**src/rtl/regfile_loader.sv**
```systemverilog
// rtl/regfile_loader.sv - byte-stream loader driving the register file write port
//
// Assembles bytes received over a valid/ready handshake into WIDTH-bit words
// (most-significant byte first). Each word is written to the register file at
// consecutive addresses START_ADDR..(1<<REGBITS)-1. A trailing XOR checksum
// byte is then compared against the XOR of all data bytes.
//
// Ports:
//   clk       system clock, rising edge
//   reset     synchronous, active-high reset
//   start     single-cycle load request, ignored while busy
//   in_data   incoming byte
//   in_valid  in_data valid this cycle
//   in_ready  loader accepts a byte this cycle
//   regWrite  register file write enable
//   destAddr  register file write address
//   wrData    register file write data
//   busy      a load is in progress
//   done      one-cycle pulse when a load completes
//   error     checksum mismatch on the last load, sticky until next start
module regfile_loader #(
    parameter int WIDTH      = 16,
    parameter int REGBITS    = 4,
    parameter int START_ADDR = 1
) (
    input  logic               clk,
    input  logic               reset,
    input  logic               start,
    input  logic [7:0]         in_data,
    input  logic               in_valid,
    output logic               in_ready,
    output logic               regWrite,
    output logic [REGBITS-1:0] destAddr,
    output logic [WIDTH-1:0]   wrData,
    output logic               busy,
    output logic               done,
    output logic               error
);

    localparam int BPW = WIDTH / 8;
    localparam int CW  = (BPW > 1) ? $clog2(BPW) : 1;
    localparam logic [REGBITS-1:0] TOP_ADDR   = '1;
    localparam logic [REGBITS-1:0] FIRST_ADDR = REGBITS'(START_ADDR);
    localparam logic [CW-1:0]      LAST_BYTE  = CW'(BPW - 1);

    typedef enum logic [2:0] {
        IDLE,
        RECV,
        WRITE,
        CHECK,
        DONE
    } state_t;

    state_t             state;
    state_t             nextState;
    logic [REGBITS-1:0] addr;
    logic [CW-1:0]      byteCnt;
    logic [7:0]         checksum;
    logic [WIDTH-1:0]   wordReg;
    logic [WIDTH-1:0]   nextWord;
    logic               accept;
    logic               lastByte;

    assign accept   = in_valid && in_ready;
    assign lastByte = (byteCnt == LAST_BYTE);
    // Shift the new byte in at the bottom; the oldest byte falls off the top.
    assign nextWord = WIDTH'({wordReg, in_data});

    always_comb begin
        nextState = state;
        case (state)
            IDLE:    if (start) nextState = RECV;
            RECV:    if (accept && lastByte) nextState = WRITE;
            WRITE:   nextState = (addr == TOP_ADDR) ? CHECK : RECV;
            CHECK:   if (accept) nextState = DONE;
            DONE:    nextState = IDLE;
            default: nextState = IDLE;
        endcase
    end

    always_ff @(posedge clk) begin
        if (reset) begin
            state <= IDLE;
        end else begin
            state <= nextState;
        end
    end

    // Status outputs are registered from the next state so they line up
    // exactly with the state they describe.
    always_ff @(posedge clk) begin
        if (reset) begin
            in_ready <= 1'b0;
            regWrite <= 1'b0;
            destAddr <= '0;
            wrData   <= '0;
            busy     <= 1'b0;
            done     <= 1'b0;
            error    <= 1'b0;
            addr     <= FIRST_ADDR;
            byteCnt  <= '0;
            checksum <= '0;
            wordReg  <= '0;
        end else begin
            in_ready <= (nextState == RECV) || (nextState == CHECK);
            regWrite <= (nextState == WRITE);
            busy     <= (nextState == RECV) || (nextState == WRITE) || (nextState == CHECK);
            done     <= (nextState == DONE);
            case (state)
                IDLE: begin
                    if (start) begin
                        error    <= 1'b0;
                        addr     <= FIRST_ADDR;
                        byteCnt  <= '0;
                        checksum <= '0;
                    end
                end
                RECV: begin
                    if (accept) begin
                        wordReg  <= nextWord;
                        checksum <= checksum ^ in_data;
                        if (lastByte) begin
                            byteCnt  <= '0;
                            destAddr <= addr;
                            wrData   <= nextWord;
                        end else begin
                            byteCnt <= byteCnt + 1'b1;
                        end
                    end
                end
                WRITE: begin
                    if (addr != TOP_ADDR) begin
                        addr <= addr + 1'b1;
                    end
                end
                CHECK: begin
                    if (accept) begin
                        error <= (in_data != checksum);
                    end
                end
                default: begin
                end
            endcase
        end
    end

endmodule

```
**config.mk**
```make
export PLATFORM = sky130hd
export DESIGN_NAME = regfile_loader
export DESIGN_NICKNAME = d
export VERILOG_FILES = /design/src/rtl/regfile_loader.sv
export SDC_FILE = /design/constraint.sdc
export NUM_CORES = 1
export LEC_CHECK = 0
export ABC_AREA = 1
export BUFFER_PORTS_ARGS = -buffer_cell sky130_fd_sc_hd__buf_2
export CAP_MARGIN = 20
export CORE_MARGIN = 3
export CORE_UTILIZATION = 55
export CTS_CLUSTER_SIZE = 25
export DETAILED_ROUTE_END_ITERATION = 8
export GPL_TIMING_DRIVEN = 1
export PLACE_DENSITY = 0.79
export SLEW_MARGIN = 25
export SYNTH_ARGS = -nofsm -noshare
export SYNTH_HDL_FRONTEND = slang
export SYNTH_SLANG_ARGS = --single-unit
export TNS_END_PERCENT = 50
```
**constraint.sdc**
```tcl
create_clock -name clk -period 1.6 [get_ports clk]
set_input_delay 0.24 -clock clk [delete_from_list [all_inputs] [get_ports clk]]
set_output_delay 0.24 -clock clk [all_outputs]
set_load 0.01 [all_outputs]
```
Word-level counts from Yosys, hierarchy flattened
Cells that the tools add are included.
{"block": "totals", "ff_bits": 49, "word_cells": 60, "in_bits": 12}
{"block": "classes", "addsub": 2, "bitwise": 1, "eq_ne": 14, "mux": 17, "reduce_logical": 14}
{"op": "2-to-1 mux 8 bit", "n": 2}
{"op": "case mux 8 bit (2 select lines)", "n": 1}
{"op": "equality test 3 x 2 -> 1 bit, second input constant", "n": 4}
{"op": "case mux 3 bit (4 select lines)", "n": 1}
{"op": "AND reduction 3 bit", "n": 4}
{"op": "2-to-1 mux 3 bit", "n": 3}
{"op": "2-to-1 mux 4 bit", "n": 2}
{"op": "inequality test 2 bit, second input constant", "n": 4}
{"op": "inequality test 8 bit", "n": 1}
{"op": "case mux 4 bit (2 select lines)", "n": 1}
{"op": "bitwise XOR 8 bit", "n": 1}
{"op": "equality test 3 x 1 -> 1 bit, second input constant", "n": 2}
{"op": "nonzero test 2 bit", "n": 3}
{"op": "adder 4 x 1 -> 4 bit, second input constant", "n": 1}
{"op": "equality test 4 bit, second input constant", "n": 1}
{"op": "2-to-1 mux 1 bit", "n": 4}
{"op": "inequality test 4 bit, second input constant", "n": 1}
{"op": "case mux 1 bit (2 select lines)", "n": 2}
{"op": "equality test 3 bit, second input constant", "n": 1}
{"op": "logical NOT 3 bit", "n": 1}
{"op": "logical OR 1 bit", "n": 3}
{"op": "logical AND 1 bit", "n": 2}
{"op": "2-to-1 mux 2 bit", "n": 1}
{"op": "AND reduction 2 bit", "n": 1}
{"op": "adder 1 bit, second input constant", "n": 1}

Depth between registers and ports, before layout
{"block": "logic_depth", "ltp_word": 7, "mapped_depth": 9, "mapped_depth_nobuf": 9}

Worst setup path before layout
Ideal clock, no wire load.
{"block": "synth_path", "path_type": "register to register", "startpoint": "register in_ready", "endpoint": "register wrData[10]", "arrival_time_ns": 1.116, "path_buffers": 1, "period_less_slack_ns": 1.232, "path_slack_ns": 0.368, "path_stages_with_launch": 7, "path_cell_list": "dfxtp_1 nand2_2 inv_2 nand4_1 clkbuf_1 o21ai_0 nor2_1"}
{"block": "synth_via", "elab_chain_len": 2}
{"item": "start, declared", "line": "31", "source": "output logic in_ready,"}
{"item": "start signal, assigned", "line": "105", "source": "in_ready <= (nextState == RECV) || (nextState == CHECK);"}
{"item": "logical AND 1 bit", "line": "64", "source": "assign accept = in_valid && in_ready;"}
{"item": "AND reduction 3 bit (no line)"}
{"item": "end signal, assigned", "line": "125", "source": "wrData <= nextWord;"}
{"item": "end, declared", "line": "34", "source": "output logic [WIDTH-1:0] wrData,"}
No other way between the ends.
A chain may end at the register's enable or synchronous reset.

Worst setup path after layout
{"block": "layout_path", "startpoint": "register state[2]", "endpoint": "register wordReg[1]"}
{"block": "layout_via", "elab_chain_len": 2}
{"item": "start, declared", "line": "54", "source": "state_t state;"}
{"item": "start signal, assigned", "line": "85", "source": "state <= nextState;"}
{"item": "equality test 3 x 1 -> 1 bit", "line": "109", "source": "case (state)"}
{"item": "AND reduction 2 bit (no line)"}
{"item": "end signal, assigned", "line": "120", "source": "wordReg <= nextWord;"}
{"item": "end, declared", "line": "59", "source": "logic [WIDTH-1:0] wordReg;"}
No other way between the ends.

==> results.md <==
Timing:
- Setup violations remaining at the end of the flow were counted as 0.
- The clock tree skew after final layout is 0.00562 ns.
- The clock period minus worst slack is 1.33 ns.
- Setup repair after global routing left no endpoint under its margin.
- Across all setup checks in the final design, the least slack found is between 0.2 and 0.3 ns.
- Measured against its own limit, the worst slew margin works out to 0.812.
- The final-report hold violation count is 0.
- Derived from the worst setup path, the maximum achievable clock frequency is 755 MHz.
- The transition time at the pin with the least slew margin is 0.281 ns.
- Setup total negative slack on the finished layout was measured at 0 ns.
- The final max-slew violation count is 0.
- The share of the cycle needed by the critical path after routing is 0.828.

Clocking:
- The count of hold buffers inserted by post-cts repair is 0.
- The number of gates resized after CTS is 0.
- The number of sinks on the clock net is 49.
- The clock-pin slew reported for the worst setup and hold paths after clock tree synthesis is 0.08 ns.
- The number of buffers between clock root and the deepest sink is 2.
- The number of buffers added by the clock tree synthesis step is 5.
- The number of levels in the clock H-tree is 2.
- Clock tree synthesis selected as its root buffer the cell clkbuf_8.
- The TritonCTS clock tree is built.
- For the worst-skew pair, the clock arrives at the later sink with an insertion delay of 0.30 ns.
- The number of buffers added for setup after CTS is 0.

Final layout:
- For this run, the number of standard cells in the final layout without fillers is 384.
- In the final layout, the share of cells above drive strength 1 is 0.186.
- The number of antenna cells inserted is 0.
- The final design instance area without fill is 0.00245 mm2.
- The number of nets in the final layout is roughly 350.
- Compared with the post-synthesis result, the final layout area differs by 15.6%.

Yosys:
- The synthesized netlist cell count is 300.
- The post-synth design cell area is 0.00212 mm2.
- By area the synthesized netlist is led by dfxtp_1, nand2_1, a21oi_1.
- Synthesis produced a netlist with a net count of 313.
- Yosys printed 0 warnings.
- The register area share after synthesis is 0.463.
- Synthesis inferred 49 register bits.
- The portion of synthesized cell area occupied by the leading cell type is 0.463.
- The post-synthesis area per instance is 7.07 um2.
- The count of unique library cells instantiated by Yosys is 24.
- The synthesized design spends more area on one cell type than any other, namely dfxtp_1.

Worst setup path:
- For this run, the slowest stage of the critical path takes 0.35 ns.
- Data on the critical path is required at its endpoint by 1.83 ns.
- The startpoint type of the worst setup path is a register.
- The startpoint identified for the worst register-to-register timing path is state[2].
- The slowest stage of the critical path belongs to the cell dfxtp_1.
- The combined buffer and inverter count along the critical path is 1.
- The setup check on the worst reg-to-reg path leaves a slack of between 0.2 and 0.3 ns.
- The critical path in this run is classified as reg -> reg.
- Along the worst path, the maximum fanout reaches 9.
- The number of cells on the worst reg-to-reg path is 6.
- The kind of cell with the highest combined delay along the critical path is simple AND/OR/NAND/NOR gates.
- STA classifies the critical path endpoint as a register.
- The critical path goes through nor2_4, nand2_4, nor2_4, buf_4, nand2_1, a21oi_1.
- In this run the critical register-to-register path is captured at wordReg[1].
- Counting stages on the worst path, the most repeated cell is nor2_4.
- The arrival time of the worst setup path is 1.56 ns.

Place:
- The worst slack at placement is ~0.3 ns.
- Input and output buffers added on the ports amount to 36.
- The HPWL after detailed placement is 3070 um.
- The number of placed instances with taps included is 377.
- Once placement finished, the instance area stood at 0.00236 mm2.
- The routability-driven placement congestion ratio is 0.856.

Power and ir drop:
- Of the total power, the share spent switching nets is 0.251.
- The internal power consumption is 1.68 mW.
- The total power is around 2.2 mW.
- The share of total power dissipated in sequential elements is 0.568.
- The share of total power dissipated in the clock network is 0.321.
- The net switching power is 0.564 mW.
- Of the total power, combinational logic draws 0.111.
- The power per cell area is 916 mW/mm2.
- The worst-case IR drop observed on VDD is 0.590 mV.
- In this run the static leakage power is approximately 1.2 nW.

Worst hold path:
- Counting instances, the worst hold path has a depth of 3.
- The class of the tightest hold or removal check is in -> reg.
- For hold timing, the worst endpoint is wordReg[3].
- The start point of the worst hold path is in_data[3].

Global routing:
- Entering global routing, the biggest net connects 23 pins.
- The total global routing overflow is 0.
- The first global-routing pass estimated 7000 um of wire.
- The initial antenna violation count is 0.
- The via count of the first global-routing pass is 1,679.
- Across every metal layer, demand over resource in global routing totals 0.199.

Die:
- The I/O pin count is 37.
- Measured along the y axis, the die boundary spans between 60 and 70 um.
- In this run the core area contains 21 standard-cell rows.
- In this run the horizontal extent of the chip is 68.1 um.
- The full die area is roughly 0.0046 mm2.
- For this configuration, the core starts out at a cell density of 0.602.
- The core area is around 0.0035 mm2.

Route:
- Summing over every cut layer, the via total after detailed routing is 1,908.
- The detail-routed net length per standard cell is 11.4 um.
- The post-detailed-routing wire length is 4370 um.
- The pre-antenna-repair detailed-routing pass consisted of 4 iterations.
- In the routed design, unresolved DRC markers number 0.
- The average via count per standard cell is 4.97.
- Once detail routing completed, the nets flagged for antenna violations numbered 0.
- The number of DRC violations after detailed-routing iteration 0 is 107.

Run status:
- The run finished with clean final reports.

Job:
- The tool flagged a number of max-cap violations equal to 0.
## cell usage after synthesis
master and n:
nand3_1 7, nand2_8 1, nor2_4 2, buf_2 2, clkbuf_1 8, nand3_2 1, nor2_1 44, o21ai_2 1
nand2_2 3, a21oi_2 1, inv_2 1, nand2_4 2, o21ai_1 6, o21ai_0 26, inv_6 1, o211ai_1 1
nand2_1 70, inv_1 36, ha_1 1, dfxtp_1 49, buf_6 1, buf_4 2, nand4_1 1, a21oi_1 33
## logic make-up after synthesis
family / count (synthesis) / synth area share
compound gates: 68 / 0.165
fa+ha+maj: 1 / 0.00590
buf+inv: 51 / 0.101
flops: 49 / 0.463
simple gates: 131 / 0.265
## how the worst max path moves through the flow
stage,start,endpoint,slack [ns],cells past startpoint
after floorplan,in_ready,wrData[10],0.37,6
after global placement,state[1],addr[1],0.34,7
after detailed placement,state[2],wordReg[1],0.30,6
after CTS,state[2],wordReg[1],0.28,6
after global routing,state[2],wordReg[5],0.15,6
final,state[2],wordReg[1],0.27,6
## layout by cell type (no fill, tap or decap), types with 2 or more instances in the layout
master	n
a21oi_1	33
buf_2	36
buf_4	7
clkbuf_8	6
dfxtp_1	49
inv_1	36
nand2_1	70
nand2_2	3
nand2_4	2
nand3_1	7
nor2_1	44
nor2_4	2
o21ai_0	26
o21ai_1	6
## worst register-to-register path, cell delays in order, from the launching register on
cell     delay, ns
dfxtp_1       0.35
nor2_4        0.16
nand2_4       0.12
nor2_4        0.25
buf_4         0.20
nand2_1       0.05
a21oi_1       0.13
## metal layers
metal | up-vias | part of all wire | track usage
met5 | - | 0 | 0
met4 | 0 | 0.017 | 0.0968
met3 | 8 | 0.049 | 0.0427
met2 | 37 | 0.48 | 0.343
met1 | 853 | 0.46 | 0.232
li1 | 1010 | - | -
## registers in the layout (all words and copies together) (netlist names)
register  cells
wrData       16
checksum      8
wordReg       8
addr          4
destAddr      4
state         3
busy          1
byteCnt       1
done          1
error         1
in_ready      1
regWrite      1
## area by class of cell
class	instances	area, um2
fillers	323	1070
flip-flops and latches	49	981
multi-input cells	200	926
repair buffers	44	253
inverters	38	148
clock buffers	7	86.3
well taps	46	57.6
## power groups by stage
stage / clock, mW / combinational (mW) / sequential [mW]
after floorplan: 0 / 0.178 / 1.30
after global routing: 0.780 / 0.284 / 1.28
after detailed placement: 0 / 0.245 / 1.30
after CTS: 0.731 / 0.249 / 1.27
final: 0.722 / 0.248 / 1.28
after global placement: 0 / 0.241 / 1.30
## per-stage QoR
step	hold slack [ns]	utilization
finish	0.223	0.696
detailed placement	0.448	0.672
global placement	0.444	0.672
CTS	0.223	0.696
global route	0.234	0.696
floorplan	0.387	-
(Power assumes the default switching activity.)
